`config.mk`:
```
export PLATFORM = sky130hd
export DESIGN_NAME = ex_multicycle_ctrl_flat
export DESIGN_NICKNAME = d
export VERILOG_FILES = /design/src/rtl/ex_multicycle_ctrl_if.sv /design/src/rtl/ex_multicycle_ctrl.sv /design/src/flat_wrapper.sv
export SDC_FILE = /design/constraint.sdc
export NUM_CORES = 1
export LEC_CHECK = 0
export CAP_MARGIN = 25
export CORE_ASPECT_RATIO = 1.25
export CORE_MARGIN = 1
export CORE_UTILIZATION = 29
export CTS_CLUSTER_DIAMETER = 150
export CTS_CLUSTER_SIZE = 8
export DETAILED_ROUTE_END_ITERATION = 7
export GPL_ROUTABILITY_DRIVEN = 0
export PLACE_DENSITY = 0.58
export SYNTH_ARGS = -nofsm -noshare
export SYNTH_HDL_FRONTEND = slang
export SYNTH_SLANG_ARGS = --single-unit
```
`constraint.sdc`:
```
create_clock -name clk -period 2.2 [get_ports clk]
set_clock_uncertainty 0.1 [all_clocks]
set_input_delay 0.44 -clock clk [delete_from_list [all_inputs] [get_ports clk]]
set_output_delay 0.44 -clock clk [all_outputs]
set_load 0.01 [all_outputs]
```
`src/rtl/ex_multicycle_ctrl_if.sv`:
```
// ----------------------------------------------------------------------------
// ex_multicycle_ctrl_if
// Handshake bundle between the ID/EX pipeline and the multi-cycle sequencing
// controller.
//   stallreq_id : load-use hazard from ID (same-cycle)
//   mc_req      : EX holds a multi-cycle op
//   mc_cycles   : total EX cycles for that op
//   flush_i     : pipeline flush request
//   stall       : per-stage stall vector (bit0 PC .. bit4 MEM/WB, bit5 reserved)
//   flush_o     : flush to pipeline registers
//   mc_busy     : sequence in progress
//   mc_last     : final cycle of the multi-cycle op (EX commits)
//   mc_count    : current counter value
// master = pipeline side, slave = controller side.
// ----------------------------------------------------------------------------
interface ex_multicycle_ctrl_if #(
   parameter int CNT_W   = 6,
   parameter int STALL_W = 6
);
   logic               stallreq_id;
   logic               mc_req;
   logic [CNT_W-1:0]   mc_cycles;
   logic               flush_i;
   logic [STALL_W-1:0] stall;
   logic               flush_o;
   logic               mc_busy;
   logic               mc_last;
   logic [CNT_W-1:0]   mc_count;

   modport master (
      output stallreq_id, mc_req, mc_cycles, flush_i,
      input  stall, flush_o, mc_busy, mc_last, mc_count
   );

   modport slave (
      input  stallreq_id, mc_req, mc_cycles, flush_i,
      output stall, flush_o, mc_busy, mc_last, mc_count
   );
endinterface

```
`src/rtl/ex_multicycle_ctrl.sv`:
```
// ----------------------------------------------------------------------------
// ex_multicycle_ctrl
// Sequences multi-cycle EX operations (madd/msub, div) with a down-counter,
// merges the ID load-use stall request and drives the per-stage stall vector.
// A flush cancels any in-flight sequence.
// Ports:
//   clk  : clock
//   rst  : synchronous, active-high reset; forces all outputs to 0
//   bus  : ex_multicycle_ctrl_if.slave (see interface header)
//
// state | meaning
// ------+---------------------------------------------------------------
// IDLE  | no multi-cycle op in flight; accepts mc_req with mc_cycles >= 2
// RUN   | counting down; cnt holds remaining EX cycles, mc_last at cnt==1
// ----------------------------------------------------------------------------
module ex_multicycle_ctrl #(
   parameter int CNT_W   = 6,
   parameter int STALL_W = 6
) (
   input  logic                  clk,
   input  logic                  rst,
   ex_multicycle_ctrl_if.slave   bus
);

   localparam logic [STALL_W-1:0] STALL_NONE = '0;
   localparam logic [STALL_W-1:0] STALL_ID   = STALL_W'(6'b000111);
   localparam logic [STALL_W-1:0] STALL_EX   = STALL_W'(6'b001111);

   typedef enum logic {
      IDLE = 1'b0,
      RUN  = 1'b1
   } state_t;

   state_t             state, state_nxt;
   logic [CNT_W-1:0]   cnt, cnt_nxt;
   logic [STALL_W-1:0] stall_c;
   logic               last_c;
   logic [STALL_W-1:0] stall_id_c;

   assign stall_id_c = bus.stallreq_id ? STALL_ID : STALL_NONE;

   always_ff @(posedge clk) begin
      if (rst) begin
         state <= IDLE;
         cnt   <= '0;
      end else begin
         state <= state_nxt;
         cnt   <= cnt_nxt;
      end
   end

   always_comb begin
      state_nxt = state;
      cnt_nxt   = cnt;
      stall_c   = STALL_NONE;
      last_c    = 1'b0;

      if (bus.flush_i) begin
         state_nxt = IDLE;
         cnt_nxt   = '0;
      end else begin
         case (state)
            IDLE: begin
               // Ops of 0 or 1 cycles complete in a single EX cycle and
               // never enter RUN.
               if (bus.mc_req && (bus.mc_cycles >= CNT_W'(2))) begin
                  stall_c   = STALL_EX;
                  cnt_nxt   = bus.mc_cycles - CNT_W'(1);
                  state_nxt = RUN;
               end else begin
                  stall_c   = stall_id_c;
               end
            end
            RUN: begin
               if (cnt > CNT_W'(1)) begin
                  stall_c = STALL_EX;
                  cnt_nxt = cnt - CNT_W'(1);
               end else begin
                  // Final cycle: EX commits, so EX/MEM may advance; only
                  // the load-use request can still hold the front end.
                  last_c    = 1'b1;
                  stall_c   = stall_id_c;
                  cnt_nxt   = '0;
                  state_nxt = IDLE;
               end
            end
            default: begin
               state_nxt = IDLE;
               cnt_nxt   = '0;
            end
         endcase
      end
   end

   assign bus.stall    = rst ? STALL_NONE : stall_c;
   assign bus.flush_o  = bus.flush_i & ~rst;
   assign bus.mc_busy  = (state == RUN) & ~rst;
   assign bus.mc_last  = last_c & ~rst;
   assign bus.mc_count = rst ? '0 : cnt;

endmodule

```
`src/flat_wrapper.sv`:
```
// flat-port wrapper written by rule: the top's interface ports become plain ports
module ex_multicycle_ctrl_flat 
#(
   parameter int CNT_W   = 6,
   parameter int STALL_W = 6
)
  (clk, rst, bus_stallreq_id, bus_mc_req, bus_mc_cycles, bus_flush_i, bus_stall, bus_flush_o, bus_mc_busy, bus_mc_last, bus_mc_count);
  ex_multicycle_ctrl_if #(.CNT_W(CNT_W), .STALL_W(STALL_W)) bus_i ();
  input  logic clk;
  input  logic rst;
  input wire logic [$bits(bus_i.stallreq_id)-1:0] bus_stallreq_id;
  input wire logic [$bits(bus_i.mc_req)-1:0] bus_mc_req;
  input wire logic [$bits(bus_i.mc_cycles)-1:0] bus_mc_cycles;
  input wire logic [$bits(bus_i.flush_i)-1:0] bus_flush_i;
  output wire logic [$bits(bus_i.stall)-1:0] bus_stall;
  output wire logic [$bits(bus_i.flush_o)-1:0] bus_flush_o;
  output wire logic [$bits(bus_i.mc_busy)-1:0] bus_mc_busy;
  output wire logic [$bits(bus_i.mc_last)-1:0] bus_mc_last;
  output wire logic [$bits(bus_i.mc_count)-1:0] bus_mc_count;
  assign bus_i.stallreq_id = bus_stallreq_id;
  assign bus_i.mc_req = bus_mc_req;
  assign bus_i.mc_cycles = bus_mc_cycles;
  assign bus_i.flush_i = bus_flush_i;
  assign bus_stall = bus_i.stall;
  assign bus_flush_o = bus_i.flush_o;
  assign bus_mc_busy = bus_i.mc_busy;
  assign bus_mc_last = bus_i.mc_last;
  assign bus_mc_count = bus_i.mc_count;
  ex_multicycle_ctrl #(.CNT_W(CNT_W), .STALL_W(STALL_W)) u_core (.clk(clk), .rst(rst), .bus(bus_i));
endmodule
```
==> flow_summary.toml <==
[run_status]
outcome = "finished, violations left"
failed_checks = "negative setup slack"

[sta]
hold_viol_final = 0
fin_crit_sh_pct = 111
fmax_ghz = 0.410
slew_headroom_pct = 63.3
setup_viol = 4
rsz0062_at_grt = "true"
setup_ws_ps = -237
setup_tns_ps = -887
min_period_ps = 2440
worst_pin_slew_ps = 545
finalMaxSlewViolations = 0

[synth]
synthArstFlopShare_pct = 0
ys_warn_count = 0
yosysTopAreaCellShare_pct = 20.7
ys_ff_latch = 7
synth_edf_count = 0
netlist_area_um2 = 677
synthTopCellsByArea = "dfxtp_1 21%, ha_1 7.4%, nor2_1 6.7%"
ys_types = 37
ys_seq_area_share_pct = 20.7
ys.flop_type = "dfxtp_1"
syn_inst = 89
avgSynthCellArea_um2 = 7.61
yosysTopAreaCell = "dfxtp_1"

[setup_path]
critPathCaptureType = "primary output"
rr_worst_depth = 6
crit_slowest_cell = "or4_4"
cp-start-kind = "input pin"
worstSetupPathType = "in2out"
critPathMaxFanout = 3
worstPathArrival_ps = 1900
worstPathRequired_ps = 1660
slowest_delay_ps = 550
path_cells = "buf_6, or4_4, o31ai_4, and2b_1, a21oi_2, o21a_1, buf_2"

[placed_design]
placedCellCount = 156
dp_hpwl_um = 1370
numPortBuffers = 23
placedInstanceArea_mm2 = 0.00105
dp_slack_ps = -872

[clocking]
cts_root_buffer = "clkbuf_4"
clk_path_buf_depth = 2
clock_latency_ps = 250
cts_htree_levels = 1
cts_inserted_buffers = 3
cts_sinks = 7
holdBufCountCts = 0
cts_tree = "built"
clk_pin_slew_worst_paths_ps = 60

[routing]
antenna_violating_nets_post_route = 0
vias = 776
drt_iter0_drc = 10
via_per_inst = 4.73
routedWlPerCell_um = 10.7
routed_wl_um = 1760
route.detailed.drc = 0
firstDrtPassIters = 4

[power_and_ir_drop]
irDropWorstVdd_mv = 0.246
cellPowerDensity_mw_per_mm2 = 397
p_leak_nw = 0.512
total_power_uw = 437

[floorplan]
start_util_pct = 30.6
fp.dieH_um = 56.0
io_pins = 26
die_area_mm2 = 0.00253
die_w_um = 45.2
core_area_mm2 = 0.00221
rows = 19

[hold_path]
hold_path.class = "reg2reg"
whs_path_depth = 2

[global_routing]
grt_first_pass_wirelength_um = 3000
grt_pass1_vias = 717
antenna_found_initial = 0
grt_max_degree = 15
track_usage_pct = 15.8
grt_overflow = 0

[finish]
final_nets = 149
drive_gt1_share_pct = 38.3
final_cell_count_no_fill = 164
areaGrowthSynthToFinish_pct = 62.5
n_antenna_cell = 0
fin_area_mm2 = 0.00110

[flow_run]
maxCapViolCount = 0
-- cell usage after synthesis (all sizes together) (4+ instances only) --
library cell / number
nand2: 4
inv: 4
nor2b: 7
o21ai: 4
ha: 4
a21oi: 5
buf: 7
nor2: 12
dfxtp: 7
nor3: 5
-- cell type report --
| type | instances | area, um^2 |
|---|---|---|
| fillers | 224 | 1110 |
| multi-input cells | 71 | 504 |
| repair buffers | 47 | 375 |
| flip-flops and latches | 7 | 140 |
| well taps | 31 | 38.8 |
| clock buffers | 4 | 26.3 |
| inverters | 4 | 15.0 |
-- cell families (layout without fill, tap and decap cells) --
family	Yosys count	count (layout)	share of synthesized area, %
other	1	2	0.554
DFF	7	7	20.7
adders and majority gates	4	4	7.39
and+or+nand+nor	39	39	30.5
buffers and inverters	12	55	10.2
AOI/OAI and AO/OA	23	23	26.8
xor gates and xnor gates	3	3	3.88
-- cells in the final DEF, fill, tap and decap left out, types with 2 or more instances in the layout --
master           count
o22ai_1              2
xnor2_1              2
clkbuf_4             3
nor3_1               4
o21ai_0              3
inv_2                2
dlygate4sd2_1       10
or2_2                2
nor2_1              11
and2_1               2
a211oi_2             2
nand2_1              4
nor2b_1              7
inv_1                2
clkdlybuf4s50_1      5
a31oi_1              2
dfxtp_1              7
a21oi_1              4
ha_2                 2
buf_2                5
conb_1               2
buf_6                2
buf_4               24
-- repair_timing --
item                                    4_1_cts  5_1_grt
hold endpoints to repair                      0        0
setup buffers                                 3        1
endpoints found under the setup margin       13        5
cloned                                        0        0
pin swaps                                     5        1
gates resized for setup                      51        1
-- state kept, by name (all words and copies together) (netlist names) --
name	count
u_core.state	1
u_core.cnt	6
-- routing by layer --
| layer | global-route usage (%) | wire [um] | vias to the layer above | part of all wire (%) |
|---|---|---|---|---|
| met5 | 0 | 0 | - | 0 |
| met3 | 1.95 | 94 | 2 | 5.4 |
| met4 | 7.79 | 21 | 0 | 1.2 |
| met2 | 28.8 | 953 | 35 | 54 |
| li1 | - | - | 396 | - |
| met1 | 16.9 | 686 | 343 | 39 |
-- metrics by stage --
step                hold WS (ps)  utilization [%]
finish                       495             49.7
global route                 539             49.7
CTS                          489             49.1
detailed placement           471             47.5
global placement             470             47.5
floorplan                    388                -
-- power by group --
group          switching (mW)  internal [mW]  total [mW]
Sequential            0.00561          0.133       0.139
Clock                  0.0519         0.0695       0.121
Combinational          0.0816         0.0948       0.176
-- critical path, delay by kind of cell --
family	cells	cell delay [ps]
AND/OR/NAND/NOR	2	730
AO/OA/AOI/OAI	3	490
buffers and inverters	2	230
-- path summary, 6_finish.rpt --
check / start / endpoint / slack, ps
max: bus_mc_cycles[4] / bus_stall[2] / -240
min: u_core.cnt[5]$_SDFFE_PP0P_ / u_core.cnt[5]$_SDFFE_PP0P_ / 500
max reg2reg: u_core.cnt[2]$_SDFFE_PP0P_ / u_core.cnt[4]$_SDFFE_PP0P_ / 290
min reg2reg: u_core.cnt[5]$_SDFFE_PP0P_ / u_core.cnt[5]$_SDFFE_PP0P_ / 500
(Power assumes the default switching activity.)
==> patch 1, RTL diff (config.mk and constraints unchanged) <==
Put a register stage on the output `bus.mc_count`. The value now appears one clock later.
--- a/src/rtl/ex_multicycle_ctrl.sv
+++ b/src/rtl/ex_multicycle_ctrl.sv
@@ -96,7 +96,9 @@
    assign bus.flush_o  = bus.flush_i & ~rst;
    assign bus.mc_busy  = (state == RUN) & ~rst;
    assign bus.mc_last  = last_c & ~rst;
-   assign bus.mc_count = rst ? '0 : cnt;
+   always_ff @(posedge clk) begin
+      bus.mc_count <= rst ? '0 : cnt;
+   end
 
 endmodule
 
Behaviour: not the same (Yosys sat finds a counterexample within 4 cycles, from zero or initial values and one cycle with rst high).
==> patch 1 against the unedited design <==
Setup slack better by 0.31 ns; die area rose by 19%; total power increased by 36%; cell area up 19%; critical path depth decreased by 1; area after synthesis rose by 20%; register-to-register slack better by 0.21 ns; sequential cell count grew 6; core utilization shrank 0.91 points; sequential power up 80%; wire length grew 19%; largest cell class unchanged; largest power group is now sequential cells.
==> patch 1: results (changes against the unedited design) <==
- RR Endpoint: u_core.cnt[3]
- Comb pwr share: 32.9% (-7.5 points)
- Non-clock buffer share of cell area: 31.2% (-3.0 points)
- First-pass GRT wire length: 3280 um (+9.2%)
- Total power: 0.595 mW (+36%)
- Seq area share: 20.1% (+7.3 points)
- Placed inst area: 0.00123 mm2 (+18%)
- FF+latch count: 13 (+6)
- Dpl cells: 170 (+9.0%)
- Outcome: finished, final reports clean
- Ranking of synthesized cells by instance count: dfxtp_1 (13), nor2_1 (9), nor2b_1 (8)
- Place WS: -0.777 ns (+0.0945 ns)
- P_leak: 0.591 nW (+15%)
- Post-Synthesis Cells: 94 (+5.6%)
- Number of distinct library cells after synthesis: 40 (+8.1%)
- Number of multi-input logic gates: 72 (+1.4%)
- CP endpoint: bus_mc_last
- Fillers: 285 (+27%)
- RR Startpoint: u_core.cnt[0]
- 1st-iter DRT viols: 6 (-4)
- Fraction of layout cells with a size suffix above 1: 38.2% (-0.15 points)
- CP top delay family: buffers and inverters
- Fin crit period: 2.12 ns (-0.315 ns)
- Post_cts resized: 33 (-35%)
- Reg2reg setup slack: 0.50 ns (+0.21 ns)
- Area contributors post-synth: dfxtp_1 (32%), ha_1 (6.1%), nor2b_1 (6.1%), nor2_1 (4.1%), buf_4 (3.7%)
- Hold-critical path endpoint: u_core.bus.mc_count[4]
- Synthesis-to-finish area growth: 60.7%
- Clock buf/inv share: 2.01% (-0.38 points)
- WHS: 0.486 ns (-0.00948 ns)
- Non-clock buffers: 51 (+8.5%)
- Hpwl dp: 1570 um (+15%)
- Worst IR Drop VDD: 0.196 mV (-20%)
- PortBufs: 23 (unchanged)
- Sequential share of the synthesized area: 32.0% (+11 points)
- Clock transition at path regs: 0.08 ns (+0.02 ns)
- Regs by FF count: u_core.bus.mc_count: 6 flops, u_core.cnt: 6 flops, u_core.state: 1 flops
- Worst Path Arrival: 1.58 ns (-0.32 ns)
- Multi-input gate share of total cell area: 42.4% (-3.5 points)
- Routed Wire Length: 2100 um (+19%)
- Initial antenna violation count: 0 (unchanged)
- GR Util All Layers: 14.3% (-1.6 points)
- Clk pwr share: 25.2% (-2.6 points)
- CP peak stage delay: 0.34 ns (-0.21 ns)
- Setup bufs post-CTS: 4 (+1)
- Clock Latency Late Sink: 0.28 ns (+0.03 ns)
- Largest net degree at the start of global routing: 14 (-1)
- Vias in the first global route: 756 (+5.4%)
- Slowest stage cell on the critical path: dfxtp_2
- Reg2reg path depth: 8 (+2)
- Switching share of power: 29.4% (-2.5 points)
- Hold Path Origin: u_core.cnt[4]
-- patch 1: changes by cell type in the layout (fill, tap and decap cells not counted), sizes merged, moves of 2 or more --
cell,change
dfxtp,+6
dlygate4sd2,-3
o22a,+2
o21a,+2
clkdlybuf4s50,+4
clkbuf,+2
o21ai,+2
nor2,-3
nor3,-2
a211oi,-2
-- patch 1: logic make-up (layout without fill, tap and decap cells) --
group | Yosys count | in the layout | synth area share, %
DFF | 13 | 13 | 32.0
xor gates and xnor gates | 4 | 4 | 4.30
adders and majority gates | 4 | 4 | 6.14
other | 1 | 2 | 0.460
AOI/OAI and AO/OA | 26 | 26 | 23.8
buffers and inverters | 10 | 59 | 6.45
and+or+nand+nor | 36 | 36 | 26.9
-- patch 1: per-layer routing --
metal,wire [um],up-vias,track usage [%]
li1,-,422,-
met1,847,389,14.7
met2,1180,18,28.8
met3,42,2,0.741
met4,21,0,8.57
met5,0,-,0
==> patch 2, RTL diff (config.mk and constraints unchanged) <==
Made on the original files. `CNT_W` is set to 6 in 3 places; all go to 12.
--- a/src/rtl/ex_multicycle_ctrl_if.sv
+++ b/src/rtl/ex_multicycle_ctrl_if.sv
@@ -14,7 +14,7 @@
 // master = pipeline side, slave = controller side.
 // ----------------------------------------------------------------------------
 interface ex_multicycle_ctrl_if #(
-   parameter int CNT_W   = 6,
+   parameter int CNT_W   = 12,
    parameter int STALL_W = 6
 );
    logic               stallreq_id;
--- a/src/rtl/ex_multicycle_ctrl.sv
+++ b/src/rtl/ex_multicycle_ctrl.sv
@@ -14,7 +14,7 @@
 // RUN   | counting down; cnt holds remaining EX cycles, mc_last at cnt==1
 // ----------------------------------------------------------------------------
 module ex_multicycle_ctrl #(
-   parameter int CNT_W   = 6,
+   parameter int CNT_W   = 12,
    parameter int STALL_W = 6
 ) (
    input  logic                  clk,
--- a/src/flat_wrapper.sv
+++ b/src/flat_wrapper.sv
@@ -1,7 +1,7 @@
 // flat-port wrapper written by rule: the top's interface ports become plain ports
 module ex_multicycle_ctrl_flat 
 #(
-   parameter int CNT_W   = 6,
+   parameter int CNT_W   = 12,
    parameter int STALL_W = 6
 )
   (clk, rst, bus_stallreq_id, bus_mc_req, bus_mc_cycles, bus_flush_i, bus_stall, bus_flush_o, bus_mc_busy, bus_mc_last, bus_mc_count);
Ports: changed (resized bus_mc_count and bus_mc_cycles); port bits go from 26 to 38. No check against the original RTL was run, so the function may have changed too.
==> patch 2 against the unedited design <==
The run still ends with negative setup slack left; core utilization increased by 1.3 points; sequential cell count is 6 higher; wire length increased by 110%; setup slack better by 0.071 ns; global-route usage increased by 2.1 points; cell area increased by 89%; total power increased by 94%; area after synthesis increased by 80%; critical path type unchanged.
==> patch 2: results (changes against the unedited design) <==
- Post-synthesis xor/xnor area fraction: 7.18% (+3.3 points)
- Outcome: finished, violations left
- Clock transition at path regs: 0.06 ns (about the same)
- Worst Setup SP: bus_mc_cycles[0]
- H-tree depth reported by CTS: 1 (unchanged)
- Fraction of layout cells with a size suffix above 1: 36.8% (-1.6 points)
- Largest net degree at the start of global routing: 24 (+9)
- Comb pwr share: 43.9% (+3.5 points)
- CTS Buf Count: 3 (unchanged)
- Multiplexer area fraction after synthesis: 0% (unchanged)
- Synth Area in Compound Gates: 25.2% (-1.6 points)
- Clock Latency Late Sink: 0.25 ns (about the same)
- Final setup viols: 4 (unchanged)
- Total power: 0.849 mW (+94%)
- Hold Path Origin: u_core.cnt[11]
- Area contributors post-synth: dfxtp_1 (21%), nor2_1 (7.7%), nor2b_1 (6.2%), xor2_1 (4.3%), a32o_1 (4.1%)
- P_leak: 0.938 nW (+83%)
- Sequential share of the synthesized area: 21.3% (+0.63 points)
- Failing checks: negative setup slack
- Clock root buffer: clkbuf_8
- Vias in the first global route: 1359 (+90%)
- 1st-iter DRT viols: 30 (+20)
- Hold Crit Class: register to register
- First-pass GRT wire length: 6130 um (+100%)
- CP peak stage delay: 0.30 ns (-0.25 ns)
- Routed vias: 1521 (+96%)
- Initial antenna violation count: 0 (unchanged)
- Number of distinct library cells after synthesis: 43 (+16%)
- Worst Path Arrival: 1.83 ns (-0.07 ns)
- Hpwl dp: 2920 um (+110%)
- Async S/R FF share, synth: 0% (unchanged)
- CP top delay family: simple AND/OR/NAND/NOR gates
- RR Startpoint: u_core.cnt[7]
- First-pass iteration count of the detailed router: 4 (unchanged)
- GR Util All Layers: 18.0% (+2.1 points)
- Maximum fanout along the worst path: 3 (unchanged)
- PortBufs: 35 (+52%)
- Post-synth top flop: dfxtp_1
- WL/cell: 12.0 um (+12%)
- Sequential power share: 29.9% (-1.9 points)
- Slowest stage cell on the critical path: or2_1
- Placed inst area: 0.00199 mm2 (+90%)
- Final worst slack: -0.166 ns (+0.0708 ns)
- Psw: 0.292 mW (+110%)
- Regs by FF count: u_core.cnt: 12 flops, u_core.state: 1 flops
- Worst IR Drop VDD: 0.167 mV (-32%)
- Post-synthesis adder-cell area fraction: 4.10% (-3.3 points)
- Ranking of synthesized cells by instance count: nor2_1 (25), dfxtp_1 (13), nor2b_1 (12)
- Post-layout nets: 275 (+85%)
==> patch 2: kinds of logic after synthesis <==
kind of cell    after synthesis
compound gates               42
xor+xnor                     10
other cells                   1
simple gates                 79
flops                        13
buf+inv                      20
fa+ha+maj                     4
==> patch 2: area by class of cell <==
class,instances,area [um2]
well taps,56,70.1
multi-input cells,137,950
inverters,7,26.3
fillers,430,1990
clock buffers,3,41.3
repair buffers,92,723
clock inverters,1,5.00
flip-flops and latches,13,260
==> patch 2: routing by layer <==
metal / part of all wire (%) / global-route usage (%) / up-vias
li1: - / - / 778
met1: 43 / 23.2 / 689
met2: 50 / 30.0 / 48
met3: 4.5 / 1.39 / 6
met4: 2.1 / 8.53 / 0
met5: 0 / 0 / -
==> patch 2: through the flow <==
step	cells	setup slack [ns]	TNS (ns)	hold slack, ns
3_3_place_gp	299	-0.732	-6.34	0.480
4_1_cts	308	-0.133	-0.492	0.508
2_1_floorplan	170	-0.0163	-0.0325	0.388
5_1_grt	309	-0.219	-0.879	0.537
3_5_place_dp	299	-0.767	-6.72	0.486
6_report	309	-0.166	-0.649	0.500
==> patch 2: worst paths after layout <==
check	to	slack, ns	cells past startpoint
max	bus_stall[1]	-0.17	10
min	u_core.cnt[11]	0.50	3
max reg2reg	u_core.cnt[8]	0.09	6
min reg2reg	u_core.cnt[11]	0.50	3
==> patch 2: timing repair <==
item                       CTS  global route
resized for setup           77             6
pin swaps                   12             8
setup endpoints to repair   19             9
buffers inserted             5             1
==> patch 2: worst min-delay path: cells and delay by family (launching register included) <==
kind / cells / cell delay (ns)
flops: 1 / 0.33
compound gates: 2 / 0.13
buf+inv: 1 / 0.12
